==> config.mk <==
export PLATFORM = sky130hd
export DESIGN_NAME = id_ex_stage
export DESIGN_NICKNAME = d
export VERILOG_FILES = /design/src/rtl/id_ex_stage.sv
export SDC_FILE = /design/constraint.sdc
export NUM_CORES = 1
export LEC_CHECK = 0
export ABC_CLOCK_PERIOD_IN_PS = 2700
export CAP_MARGIN = 5
export CORE_AREA = 2 2 100 102
export DETAILED_ROUTE_END_ITERATION = 10
export DIE_AREA = 0 0 102 104
export GPL_TIMING_DRIVEN = 0
export PLACE_DENSITY = 0.81
export RECOVER_POWER = 100
export SLEW_MARGIN = 20
export SYNTH_ARGS = -nofsm -noshare
export SYNTH_HDL_FRONTEND = slang
export SYNTH_SLANG_ARGS = --single-unit
==> constraint.sdc <==
create_clock -name clk -period 2.7 [get_ports clk]
set_input_delay 0.675 -clock clk [delete_from_list [all_inputs] [get_ports clk]]
set_output_delay 0.675 -clock clk [all_outputs]
set_load 0.01 [all_outputs]
==> src/rtl/id_ex_stage.sv <==
// ID/EX pipeline register with load-use hazard detection and bubble insertion.
// Optional macro IDEX_STALL_STATS_EN adds saturating stall/bubble counters.
module id_ex_stage #(
  parameter int DATA_W = 32
) (
  input  logic              clk,
  input  logic              rst_n,
  input  logic [4:0]        ex_in,
  input  logic [1:0]        mem_in,
  input  logic [1:0]        wb_in,
  input  logic [DATA_W-1:0] rd1_in,
  input  logic [DATA_W-1:0] rd2_in,
  input  logic [DATA_W-1:0] imm_in,
  input  logic [4:0]        rs_in,
  input  logic [4:0]        rt_in,
  input  logic [4:0]        rd_in,
  input  logic              flush,
  output logic [4:0]        ex_out,
  output logic [1:0]        mem_out,
  output logic [1:0]        wb_out,
  output logic [DATA_W-1:0] rd1_out,
  output logic [DATA_W-1:0] rd2_out,
  output logic [DATA_W-1:0] imm_out,
  output logic [4:0]        rs_out,
  output logic [4:0]        rt_out,
  output logic [4:0]        rd_out,
  output logic              stall,
  output logic              valid_out
`ifdef IDEX_STALL_STATS_EN
  ,
  output logic [15:0]       stall_cnt,
  output logic [15:0]       bubble_cnt
`endif
);

  logic [4:0]        ex_p0;
  logic [1:0]        mem_p0;
  logic [1:0]        wb_p0;
  logic [DATA_W-1:0] rd1_p0;
  logic [DATA_W-1:0] rd2_p0;
  logic [DATA_W-1:0] imm_p0;
  logic [4:0]        rs_p0;
  logic [4:0]        rt_p0;
  logic [4:0]        rd_p0;
  logic              vld_p0;
  logic              bubble;

  function automatic logic [15:0] sat_inc16(input logic [15:0] cnt);
    return (cnt == 16'hFFFF) ? cnt : cnt + 16'd1;
  endfunction

  // Only the registered EX-stage load and the decode source specifiers feed stall.
  always_comb begin
    stall = 1'b0;
    if (mem_p0[0] && (rt_p0 != 5'd0) && ((rt_p0 == rs_in) || (rt_p0 == rt_in)))
      stall = 1'b1;
  end

  assign bubble = stall | flush;

  // ID -> EX boundary
  always_ff @(posedge clk) begin
    if (!rst_n) begin
      ex_p0  <= '0;
      mem_p0 <= '0;
      wb_p0  <= '0;
      rd1_p0 <= '0;
      rd2_p0 <= '0;
      imm_p0 <= '0;
      rs_p0  <= '0;
      rt_p0  <= '0;
      rd_p0  <= '0;
      vld_p0 <= 1'b0;
    end else begin
      rd1_p0 <= rd1_in;
      rd2_p0 <= rd2_in;
      imm_p0 <= imm_in;
      if (bubble) begin
        ex_p0  <= '0;
        mem_p0 <= '0;
        wb_p0  <= '0;
        rs_p0  <= '0;
        rt_p0  <= '0;
        rd_p0  <= '0;
        vld_p0 <= 1'b0;
      end else begin
        ex_p0  <= ex_in;
        mem_p0 <= mem_in;
        wb_p0  <= wb_in;
        rs_p0  <= rs_in;
        rt_p0  <= rt_in;
        rd_p0  <= rd_in;
        vld_p0 <= 1'b1;
      end
    end
  end

  assign ex_out    = ex_p0;
  assign mem_out   = mem_p0;
  assign wb_out    = wb_p0;
  assign rd1_out   = rd1_p0;
  assign rd2_out   = rd2_p0;
  assign imm_out   = imm_p0;
  assign rs_out    = rs_p0;
  assign rt_out    = rt_p0;
  assign rd_out    = rd_p0;
  assign valid_out = vld_p0;

`ifdef IDEX_STALL_STATS_EN
  logic [15:0] stall_cnt_p0;
  logic [15:0] bubble_cnt_p0;

  always_ff @(posedge clk) begin
    if (!rst_n) begin
      stall_cnt_p0  <= '0;
      bubble_cnt_p0 <= '0;
    end else begin
      if (stall)  stall_cnt_p0  <= sat_inc16(stall_cnt_p0);
      if (bubble) bubble_cnt_p0 <= sat_inc16(bubble_cnt_p0);
    end
  end

  assign stall_cnt  = stall_cnt_p0;
  assign bubble_cnt = bubble_cnt_p0;
`endif

endmodule

After elaboration in Yosys (flattened, before gate mapping)
Index checks and enable logic that the tools add are counted.
Operators by class
  add/subtract/negate cells: 0
  multipliers: 0
  div/mod/pow operators: 0
  order comparisons: 0
  equal/unequal tests: 2
  shift operators: 0
  multiplexer cells: 2
  bitwise logic cells: 2
  reduce and logical (&&, ||, !) cells: 5
Operator list (number)
  $eq 5x5->1: 2
  $reduce_bool 5->1: 1
  $logic_and 1x1->1: 2
  $mux 1: 2
  $reduce_or 2->1: 1
  $logic_or 1x1->1: 1
  $not 1->1: 1
  $or 1x1->1: 1
Storage, ports and cells
  bits in registers: 121
  latch bits: 0
  memory bits (writable): 0
  bits in read-only memories: 0
  input port bits: 123
  output and inout bits: 122
  logic and storage cells: 21
  memories kept: 0

Longest topological paths before layout
Gate-level depths: netlist of run 1.
  depth in word-level cells: 6
  gate-level depth with buffers: 5
  depth with buffers taken out: 4

Worst setup path before layout of run 1
Ideal clock, no wire load.
  path kind: in2out
  from: in rt_in[4]
  to: out stall
  arrival: 1.462 ns
  required time: 2.025 ns
  setup slack: 0.563 ns
  cell stages on the path: 4
  buffers on the path: 0
  cell sequence: xnor2_1 nand3_1 o22ai_1 and2_2
Between the ends
  longest elaborated chain between the ends: 4
RTL lines
  start, declared: line 15  | input logic [4:0] rt_in,
  $eq 5x5->1: line 55  | if (mem_p0[0] && (rt_p0 != 5'd0) && ((rt_p0 == rs_in) || (rt_p0 == rt_in)))
  $logic_or 1x1->1: line 55
  $logic_and 1x1->1: line 55
  $mux 1: line 55
  end, declared: line 27  | output logic stall,
No other way between the ends.

Final worst setup path of run 1
  from: in rt_in[2]
  to: out stall
The elaborated chain is that of the path after synthesis.

==> metrics.md, run 1 <==
| Metric | Value |
|---|---|
| Critical Path Source Type | input port |
| Number of buffers added by the clock tree synthesis step | 17 |
| Sum of routed wire length over all layers | about 10000 um |
| Number of antenna-violating nets in the routed design | 0 |
| Sequential element share of the synthesized area | 67.9% |
| Maximum root-to-sink buffer count | 2 |
| Final number of hold-violating endpoints | 0 |
| Via count of the routed design | 3015 |
| Library cell with the largest summed area after synthesis | dfxtp_1 |
| Number of pins exceeding their max-slew limit in the final report | 0 |
| Required time at the worst-slack endpoint | 2.03 ns |
| Post-layout min period | between 2 and 3 ns |
| Post-route worst hold slack | 0.480 ns |
| TritonCTS clock tree | done |
| Clock root buffer master | clkbuf_8 |
| Post-synthesis instance area | 0.00357 mm^2 |
| Max-cap violations | 0 |
| Final HPWL DP | 7840 um |
| H-tree lvl count | 4 |
| Initial standard-cell utilization of the core | 37.3% |
| Remaining Overflow, GRT | 0 |
| Number of global-route vias before repair | 3192 |
| IO Pins | 245 |
| Average footprint of a synthesized cell | 11.8 um^2 |
| Number of enable flip-flop cells after synthesis | 0 |
| Power Dens Cells | between 700 and 800 mW/mm^2 |
| Transition time at the pin with the least slew margin | 0.421 ns |
| Static Leakage | 0.00292 uW |
| Post-DR wirelength/cell | 14.5 um |
| Prevailing post-synth register cell | dfxtp_1 |
| Seq cells post-synth | 121 |
| Core Footprint | 0.00955 mm^2 |
| Critical path capture point type | output pin |
| Total Die Area | 0.0106 mm^2 |
| Yosys synthesis warning count | 0 |
| Antenna violations before repair | 0 |
| First-pass GRT wire length | 15700 um |
| Pin count of the biggest net entering global routing | 17 |
| Hold Path Class | in2reg |
| Max transition margin | 71.9% |
| Top cells by count, synth | 121 x dfxtp_1, 96 x and2_1, 26 x nand2_1 |
| Routed via count divided by cell count | 4.22 |
| Number of search-and-repair iterations in the first detailed-routing pass | 4 |
| Worst slack after detailed placement | -0.741 ns |
| Most common cell in the netlist | dfxtp_1 |
| # DRC | 0 |
| # port buffers | 244 |
| Register clock-pin slew on the reported worst setup and hold paths | 0.05 ns |
| Overall Global Routing Usage | 19.7% |
| Max frequency | between 300 and 400 MHz |
| Main area contributors after synthesis | dfxtp_1 68%, and2_1 17%, a21oi_2 4.9%, nand2_1 2.7%, xnor2_1 2.5% |
| Arrival time at the worst endpoint | 1.98 ns |
| Final worst-path cycle share | 98.3% |
| Die Span X | 102 um |
| Final setup skew | 0.00520 ns |
| WS Path Type | in2out |
| P&R area growth vs syn | 91.9% |
| Net count, final | 692 |
| Max rail drop VDD | 446 uV |
| Worst Slack Setup Final | 0.0457 ns |
| Fraction of layout instances using a drive strength above 1 | 10.1% |
| Share of flip-flops with an asynchronous set or reset after synthesis | 0% |
| Number of distinct standard cells referenced by the synthesized netlist | 17 |
| Violation count after the first detailed-route iteration | between 50 and 60 |
| Antenna diode instance count | 0 |
| Post-synthesis net count | approximately 430 |
| Run status | finished clean |
| Number of placement rows | 36 |
| Total of endpoints with negative setup slack in the final report | 0 |
| Synthesized instance count | 303 |
| Synth top area share | about two thirds |
| Die Height | 104 um |
| Largest driver fanout on the critical path | 2 |
| Unrepaired setup endpoints after global routing | false |
| Routability congestion estimate | 0.895 |
| Skew-Pair Late Insertion Delay | around 0.5 ns |
| Count of clock tree sinks | around 120 |
## sequential cells by signal, indices dropped and copies added (netlist names)
signal	cells
rt_out	5
wb_out	2
valid_out	1
imm_out	32
ex_out	5
rs_out	5
rd1_out	32
mem_out	2
rd_out	5
rd2_out	32
## report_power, final
group	internal, uW	total [uW]	switching, uW	leakage [uW]
Sequential	1880	1900	22.5	0.00101
Combinational	331	520	189	0.00160
Clock	1620	2420	799	0.000312
## final cells by class
class	instances	area (um^2)
fill	702	2710
timing repair buffer	247	2460
sequential	121	2430
multi-input combinational	164	1030
clock buffer	18	428
clock inverter	14	219
tap	133	166
buffer	18	110
## cell families after synthesis
group	count (synthesis)	synth area share, %
simple gates	127	20.5
flops	121	67.9
compound gates	27	6.07
buf+inv	18	3.09
xor+xnor	10	2.46
## repair_timing
action                                  CTS  global route
buffers inserted                          3             0
endpoints found under the setup margin    1             1
pin swaps                                 2             5
hold buffers                              0             0
resized for setup                        10             3
## per-stage QoR
| stage | setup TNS [ns] | instance area [um^2] | total power [uW] | util (%) | cells |
|---|---|---|---|---|---|
| after floorplan | 0 | 3570 | 2100 | - | 303 |
| after global placement | -0.680 | 6170 | 2480 | 64.7 | 680 |
| after global routing | 0 | 6840 | 5020 | 71.6 | 715 |
| final | 0 | 6840 | 4840 | 71.6 | 715 |
| after detailed placement | -0.741 | 6170 | 2490 | 64.7 | 680 |
| after CTS | 0 | 6860 | 4930 | 71.9 | 715 |
## final timing paths
kind              start   endpoint  slack, ns  cells past startpoint
max            rt_in[2]      stall       0.05                      6
min            rt_in[3]  rt_out[3]       0.48                      3
max reg2reg   rt_out[4]  ex_out[3]       0.98                      6
min reg2reg  mem_out[0]  rt_out[4]       0.85                      4
## critical path, stage by stage
cell             delay (ns)
clkdlybuf4s50_1        0.50
xnor2_1                0.13
nand3_1                0.16
o22ai_4                0.23
and2_2                 0.17
buf_2                  0.12
## layout by cell type (no fill, tap or decap), types with 2 or more instances in the layout
master | Yosys | final
a21oi_1 | 4 | 12
a21oi_2 | 20 | 12
and2_0 | 0 | 46
and2_1 | 96 | 50
buf_12 | 2 | 2
buf_2 | 2 | 3
buf_4 | 0 | 3
bufinv_16 | 0 | 5
clkbuf_1 | 13 | 13
clkbuf_16 | 0 | 16
clkbuf_8 | 0 | 2
clkdlybuf4s50_1 | 0 | 119
clkinv_2 | 0 | 2
clkinv_4 | 0 | 3
clkinvlp_4 | 0 | 2
dfxtp_1 | 121 | 119
dlygate4sd3_1 | 0 | 122
dlymetal6s2s_1 | 0 | 2
inv_6 | 0 | 2
nand2_1 | 26 | 26
xnor2_1 | 10 | 10
## layer usage
metal  GRT usage (%)  vias up  wire (um)
li1                -     1472          -
met1            17.8     1348       3580
met2            35.7      171       5440
met3            10.1       24       1090
met4            9.05        0        287
met5               0        -          0
No activity file was read; power rests on OpenSTA's default activity.
==> run 2, diff against run 1 <==
--- a/config.mk
+++ b/config.mk
@@ -11,7 +11,7 @@
 export DETAILED_ROUTE_END_ITERATION = 10
 export DIE_AREA = 0 0 102 104
 export GPL_TIMING_DRIVEN = 0
-export PLACE_DENSITY = 0.81
+export PLACE_DENSITY = 0.85
 export RECOVER_POWER = 100
 export SLEW_MARGIN = 20
 export SYNTH_ARGS = -nofsm -noshare
==> run 2 against run 1 <==
Critical path depth unchanged. Total power decreased by 4.8%. Non-clock buffer count unchanged. Utilization decreased by 0.71 points. Hold slack improved by 0.22 ns. Global-route usage increased by 0.66 points. Setup slack improved by 0.028 ns. Clock skew about the same. Largest cell class unchanged. Register-to-register slack improved by 0.02 ns.
==> metrics.md, run 2 (same netlist as run 1, synthesis figures left out) <==
| Metric | Value |
|---|---|
| Largest driver fanout on the critical path | 2 (unchanged) |
| Unrepaired setup endpoints after global routing | false |
| Total of endpoints with negative setup slack in the final report | 0 (unchanged) |
| Arrival time at the worst endpoint | 1.95 ns (-0.03 ns) |
| Fraction of layout instances using a drive strength above 1 | 9.62% (-0.52 points) |
| Critical Path Source Type | input port |
| Number of buffers added by the clock tree synthesis step | 17 (unchanged) |
| Total Power Consumption | 4610 uW (-4.8%) |
| Total Die Area | 0.0106 mm^2 (unchanged) |
| Net switching fraction of the power | 21.5% (+0.59 points) |
| Post-route non-filler standard cell count | 715 (unchanged) |
| Fraction of power consumed by combinational cells | 11.3% (+0.6 points) |
| Maximum root-to-sink buffer count | 2 (unchanged) |
| IO Pins | 245 (unchanged) |
| Final HPWL DP | 8020 um (+2.2%) |
| Sequential cell area in the final layout | 0.00243 mm^2 (unchanged) |
| Max transition margin | 71.7% (-0.17 points) |
| Run status | finished clean |
| Combined area of the multi-input logic cells | 0.00102 mm^2 (-0.85%) |
| Sequential group share of total power | 41.3% (+2.0 points) |
| Hold Path Class | in2reg |
| Number of search-and-repair iterations in the first detailed-routing pass | 6 (+2) |
| Max frequency | 381 MHz (+1.1%) |
| Net count, final | 692 (unchanged) |
| Static Leakage | 0.00287 uW (-1.9%) |
| Number of fill cells | 697 (-0.71%) |
| Core Footprint | 0.00955 mm^2 (unchanged) |
| Post-CTS Hold Buffers | 0 (unchanged) |
| Final number of hold-violating endpoints | 0 (unchanged) |
| WS Path Type | in2out |
| Pin count of the biggest net entering global routing | 17 (unchanged) |
| Overall Global Routing Usage | 20.4% (+0.66 points) |
| Remaining Overflow, GRT | 0 (unchanged) |
| TritonCTS clock tree | done |
| Post-DR wirelength/cell | 14.8 um (+1.6%) |
| Number of pins exceeding their max-slew limit in the final report | 0 (unchanged) |
| Leading cell types in the layout, fill and taps excluded | 122 x dlygate4sd3_1, 121 x clkdlybuf4s50_1, 119 x dfxtp_1 |
| Sum of negative setup slack | 0 ns (unchanged) |
| Post-layout min period | 2.63 ns (-0.0281 ns) |
| Most common cell after layout, fill and taps aside | dlygate4sd3_1 |
| Number of placement rows | 36 (unchanged) |
| Register clock-pin slew on the reported worst setup and hold paths | 0.06 ns (about the same) |
| # port buffers | 244 (unchanged) |
| Critical path capture point type | output pin |
| Transition time at the pin with the least slew margin | 0.424 ns (+0.00257 ns) |
| Violation count after the first detailed-route iteration | 43 (-23%) |
| Via count of the routed design | 3040 (+0.83%) |
| Clock root buffer master | clkbuf_8 |
| Count of clock tree sinks | 121 (unchanged) |
| Final setup skew | 0.00560 ns (+0.000401 ns) |
| Required time at the worst-slack endpoint | 2.03 ns (about the same) |
| Routed via count divided by cell count | 4.25 (+0.83%) |
| First-pass GRT wire length | 16100 um (+2.5%) |
| Number of global-route vias before repair | 3229 (+1.2%) |
| Internal Pwr Total | 3620 uW (-5.6%) |
| Clock share of power | 47.5% (-2.5 points) |
| Max-cap violations | 0 (unchanged) |
| Final worst-path cycle share | 97.3% (-1.0 points) |
| Switching pwr | 989 uW (-2.1%) |
| P&R area growth vs syn | 90.0% |
| Number of antenna-violating nets in the routed design | 0 (unchanged) |
| Die Span X | 102 um (unchanged) |
| # DRC | 0 (unchanged) |
| Power Dens Cells | 680 mW/mm^2 (-3.9%) |
| Sum of routed wire length over all layers | 10600 um (+1.6%) |
| Max rail drop VDD | 431 uV (-3.2%) |
| Antenna violations before repair | 0 (unchanged) |
| Total instance count after detailed placement | 680 (unchanged) |
| Skew-Pair Late Insertion Delay | 0.50 ns (about the same) |
| Routability congestion estimate | 0.802 (-10%) |
| H-tree lvl count | 4 (unchanged) |
| Initial standard-cell utilization of the core | 37.3% (unchanged) |
| Antenna diode instance count | 0 (unchanged) |
| Die Height | 104 um (unchanged) |
## run 2: per-layer routing
layer	routed length, um	vias to the layer above	track usage (%)
li1	-	1473	-
met1	3650	1387	18.7
met2	5670	156	36.9
met3	991	24	10.7
met4	257	0	8.38
met5	0	-	0
## run 2: final cells by class
cell class	count	area share (%)
Tap cell	133	2.46
Clock inverter	10	1.74
Clock buffer	22	6.98
Timing Repair Buffer	248	36.5
Sequential cell	121	35.8
Buffer	17	1.46
Multi-Input combinational cell	164	15.0
## run 2: power groups by stage
stage          sequential (uW)  clock [uW]  combinational [uW]
2_1_floorplan             1990           0                 112
3_3_place_gp              1940           0                 539
3_5_place_dp              1950           0                 549
4_1_cts                   1910        2230                 563
5_1_grt                   1910        2310                 555
6_report                  1900        2190                 519
## run 2: path summary, 6_finish.rpt
check / startpoint / end / slack, ns / depth (start not counted)
worst min-delay path: wb_in[1] / wb_out[1] / 0.70 / 3
worst max register to register: rt_out[4] / rs_out[3] / 1.00 / 5
worst max-delay path: rt_in[4] / stall / 0.07 / 6
worst min register to register: mem_out[0] / rt_out[4] / 0.78 / 3
## run 2: stage by stage
stage | setup WS, ns | hold WS [ns] | area [um^2] | util [%]
after CTS | 0.00157 | 0.678 | 6810 | 71.3
after floorplan | 0.563 | 0.718 | 3570 | -
after detailed placement | -0.688 | 0.711 | 6170 | 64.7
after global routing | 0.0121 | 0.675 | 6770 | 70.9
after global placement | -0.637 | 0.706 | 6170 | 64.7
final | 0.0737 | 0.704 | 6770 | 70.9
## run 2: what timing repair did
action / CTS / global route
pin swaps: 2 / 2
endpoints found under the setup margin: 1 / 1
endpoints found under the hold margin: 0 / 0
setup buffers: 3 / 1
gates cloned: 0 / 0
gates resized for setup: 10 / 1
## run 2: worst max-delay path, cell delays in order
cell and delay (ns):
clkdlybuf4s50_1 0.45, xnor2_1 0.22, nand3_1 0.17, o22ai_4 0.17, and2_2 0.17, buf_6 0.10
==> run 3, diff against run 2 <==
--- a/config.mk
+++ b/config.mk
@@ -13,7 +13,6 @@
 export GPL_TIMING_DRIVEN = 0
 export PLACE_DENSITY = 0.85
 export RECOVER_POWER = 100
-export SLEW_MARGIN = 20
 export SYNTH_ARGS = -nofsm -noshare
 export SYNTH_HDL_FRONTEND = slang
 export SYNTH_SLANG_ARGS = --single-unit
==> results of run 3 <==
Same layout as run 2: the final DEF is identical, and so are final timing and power.
==> RTL change 1, RTL diff (flow settings as in run 3) <==
Set the parameter `DATA_W` to 16 (it was 32).
--- a/src/rtl/id_ex_stage.sv
+++ b/src/rtl/id_ex_stage.sv
@@ -3,3 +3,3 @@
 module id_ex_stage #(
-  parameter int DATA_W = 32
+  parameter int DATA_W = 16
 ) (
Ports: changed (6 resized); port bits go from 245 to 149. No check against the original RTL was run, so the function may have changed too.
==> RTL change 1 against run 3 <==
Via count is 36% lower. Wire length is 43% lower. Worst setup slack better by 0.0068 ns. Sequential power is 40% lower. Power is 47% lower. Sequential cell count is 48 lower. Final area is 39% lower. Synthesized area is 36% lower. Largest cell class unchanged.
==> RTL change 1: results (changes against run 3) <==
status=completed; latest clock arrival within the worst-skew pair=0.34 ns (-0.16 ns); largest net degree at the start of global routing=13 (-4); crit path from=rt_out[4]$_SDFF_PP0_; vias per cell=3.86 (-9.2%); crit-path leading delay family=simple AND/OR/NAND/NOR gates; Detailed Routing Iterations Pass 1=4 (-2); Internal=1.90 mW (-48%); IO buf count=148 (-39%); met1 WL=2260 microns (-38%); FF-to-FF End=ex_out[3]$_SDFF_PP0_; share of layout cells above drive strength 1=9.81% (+0.19 points); flop-to-flop setup slack=1.09 ns (+0.09 ns); met3 Use GR=5.51% (-5.2 points); register area share after synthesis=63.9% (-4.0 points); vias in the first global route=2070 (-36%); Worst Hold End=rt_out[1]$_SDFF_PP0_; Synth area leaders=dfxtp_1 64%, and2_1 13%, a21oi_2 7.7%, nand2_1 4.3%, xnor2_1 3.8%; crit-path max FO=8 (+6); met2 Usage GRT=19.8% (-17 points); syn nets=277 (-35%); H-tree depth=3 (-1); nets=437 (-37%); fillcell total=942 (+35%); Clk power=0.959 mW (-56%); Worst path slowest cell=or4_1; Leakage=1.75 nW (-39%); metal2 WL=3010 microns (-47%); Post-Synth XOR/XNOR Area=3.83% (+1.4 points); relative slew slack=72.1% (+0.32 points)
## RTL change 1: cell count changes after synthesis
cell,before,now
clkbuf_1,13,8
dfxtp_1,121,73
and2_1,96,48
## RTL change 1: per-stage QoR
| step | hold slack (ns) | setup slack, ns | cell area [sq um] | cells |
|---|---|---|---|---|
| after floorplan | 0.718 | 0.563 | 2290 | 202 |
| after global placement | 0.712 | -0.758 | 3930 | 483 |
| after detailed placement | 0.731 | -0.787 | 3930 | 483 |
| after CTS | 0.697 | 0.0278 | 4180 | 500 |
| after global routing | 0.611 | 0.00784 | 4150 | 500 |
| final | 0.605 | 0.0805 | 4150 | 500 |
## RTL change 1: cell type report
class	instances	share of cell area [%]
Timing Repair Buffer	149	35.8
Sequential cell	73	35.3
Multi-Input combinational cell	116	17.1
Tap cell	133	4.01
Clock buffer	11	3.65
Buffer	13	2.20
Clock inverter	5	1.87
## RTL change 1: timing repair
item | in CTS | in global routing
setup buffers | 1 | 0
pin swaps | 5 | 2
setup endpoints to repair | 1 | 1
resized for setup | 14 | 3
==> RTL change 2, RTL diff (config.mk and constraints of run 3) <==
Made on the original files. Take the reset off `imm_p0` and load it in a clocked block of its own.
--- a/src/rtl/id_ex_stage.sv
+++ b/src/rtl/id_ex_stage.sv
@@ -68,3 +68,2 @@
       rd2_p0 <= '0;
-      imm_p0 <= '0;
       rs_p0  <= '0;
@@ -76,3 +75,2 @@
       rd2_p0 <= rd2_in;
-      imm_p0 <= imm_in;
       if (bubble) begin
@@ -95,2 +93,6 @@
     end
+  end
+
+  always_ff @(posedge clk) begin
+    imm_p0 <= imm_in;
   end
Behaviour: not the same (a bounded check fails within 4 cycles, from zero or initial values and one cycle with rst_n low).
==> RTL change 2 against run 3 <==
The flow now finishes with violations (negative setup slack). Worst setup slack lost 0.088 ns. Combinational power shrank 6.2%. Maximum frequency shrank 3.3%. Via count shrank 6.5%. Power shrank 0.59%. Clock skew shrank 0.0022 ns. First-iteration DRC count grew 28%. Final area shrank 3.1%. Global-route usage shrank 1.2 points. Sequential cell count is the same. Die area is the same. Synthesized area shrank 5.9%. Wire length shrank 4.1%.
==> RTL change 2: results (changes against run 3) <==
status=finished with violations; failing checks=negative setup slack; placed cell area=0.00596 sq mm (-3.4%); post-detail-place hpwl=7500 microns (-6.4%); dpl ws=-0.655 ns (+0.0329 ns); drt wl/cell=14.9 microns (+0.89%); Reg power frac=41.5% (+0.2 points); DR iter-0 viols=55 (+28%); final setup fails=1 (+1); worst vdd ir=376 uV (-13%); vias=2841 (-6.5%); final WL=10100 microns (-4.1%); TNS Setup=-0.0146 ns (-0.0146 ns); global-route wire length before repair=15200 microns (-5.2%); Async SR Flop Fraction=0% (unchanged); nets=658 (-4.9%); Synth top cells by count=121 x dfxtp_1, 64 x and2_1, 26 x nand2_1; Synth area leaders=dfxtp_1 72%, and2_1 12%, a21oi_2 5.2%, nand2_1 2.9%, xnor2_1 2.6%; vias in the first global route=3014 (-6.7%); met1 GRT Util=17.3% (-1.4 points); syn_area_per_cell=12.5 sq um (+6.4%); worst r2r path cells=7 (+2); Detailed Routing Iterations Pass 1=4 (-2); clk_skew=0.00341 ns (-0.00219 ns); DR WL met3=1190 microns (+20%); register area share after synthesis=72.2% (+4.3 points); met3 Use GR=8.27% (-2.4 points); Leakage=2.75 nW (-4.0%); share of layout cells above drive strength 1=9.87% (+0.25 points); RePlAce Congestion=0.759 (-5.4%); Worst-Margin Slew=0.625 ns (+0.201 ns); R2R Path Start=rt_out[4]$_SDFF_PP0_; flop-to-flop setup slack=0.46 ns (-0.54 ns); Hold Slack=0.706 ns (+0.00200 ns); Setup WS post-layout=-0.0146 ns (-0.0884 ns); Synth cell types=17 (unchanged); clock share of power=47.9% (+0.4 points); metal2 WL=5360 microns (-5.4%); FF-to-FF End=rd_out[1]$_SDFF_PP0_; CTS-repair resized insts=9 (-1); CP arrival=2.04 ns (+0.09 ns); DP Cell Count=645 (-5.1%); syn nets=391 (-8.2%); All-Layer GR Usage=19.2% (-1.2 points); met1 WL=3280 microns (-10%); Clock transition at path regs=0.06 ns (about the same); clk buf depth=2 (unchanged); Internal=3.61 mW (-0.30%); Worst Hold End=wb_out[1]$_SDFF_PP0_; met2 Usage GRT=35.3% (-1.6 points)
==> RTL change 2: layout make-up <==
type	count	area (sq um)
clock buffers	19	432
flip-flops and latches	121	2430
plain buffers	15	96.3
multi-input cells	132	828
clock inverters	12	151
repair buffers	248	2470
well taps	133	166
fillers	689	2980
==> RTL change 2: how the worst max path moves through the flow <==
stage                     endpoint  slack, ns  depth (start not counted)                 start
after detailed placement     stall      -0.65                          6              rs_in[4]
final                        stall      -0.01                          6              rt_in[4]
after floorplan              stall       0.56                          4              rt_in[4]
after global routing         stall      -0.08                          6              rt_in[4]
after CTS                    stall      0.007                          5  rt_out[0]$_SDFF_PP0_
after global placement       stall      -0.64                          6              rs_in[4]
==> RTL change 2: cell families (layout without fill, tap and decap cells) <==
group / Yosys count / count (layout) / synth area share, %
DFF: 121 / 121 / 72.2
AOI/OAI and AO/OA: 27 / 27 / 6.45
and+or+nand+nor: 95 / 95 / 15.8
buffers and inverters: 15 / 294 / 2.95
xor gates and xnor gates: 10 / 10 / 2.61
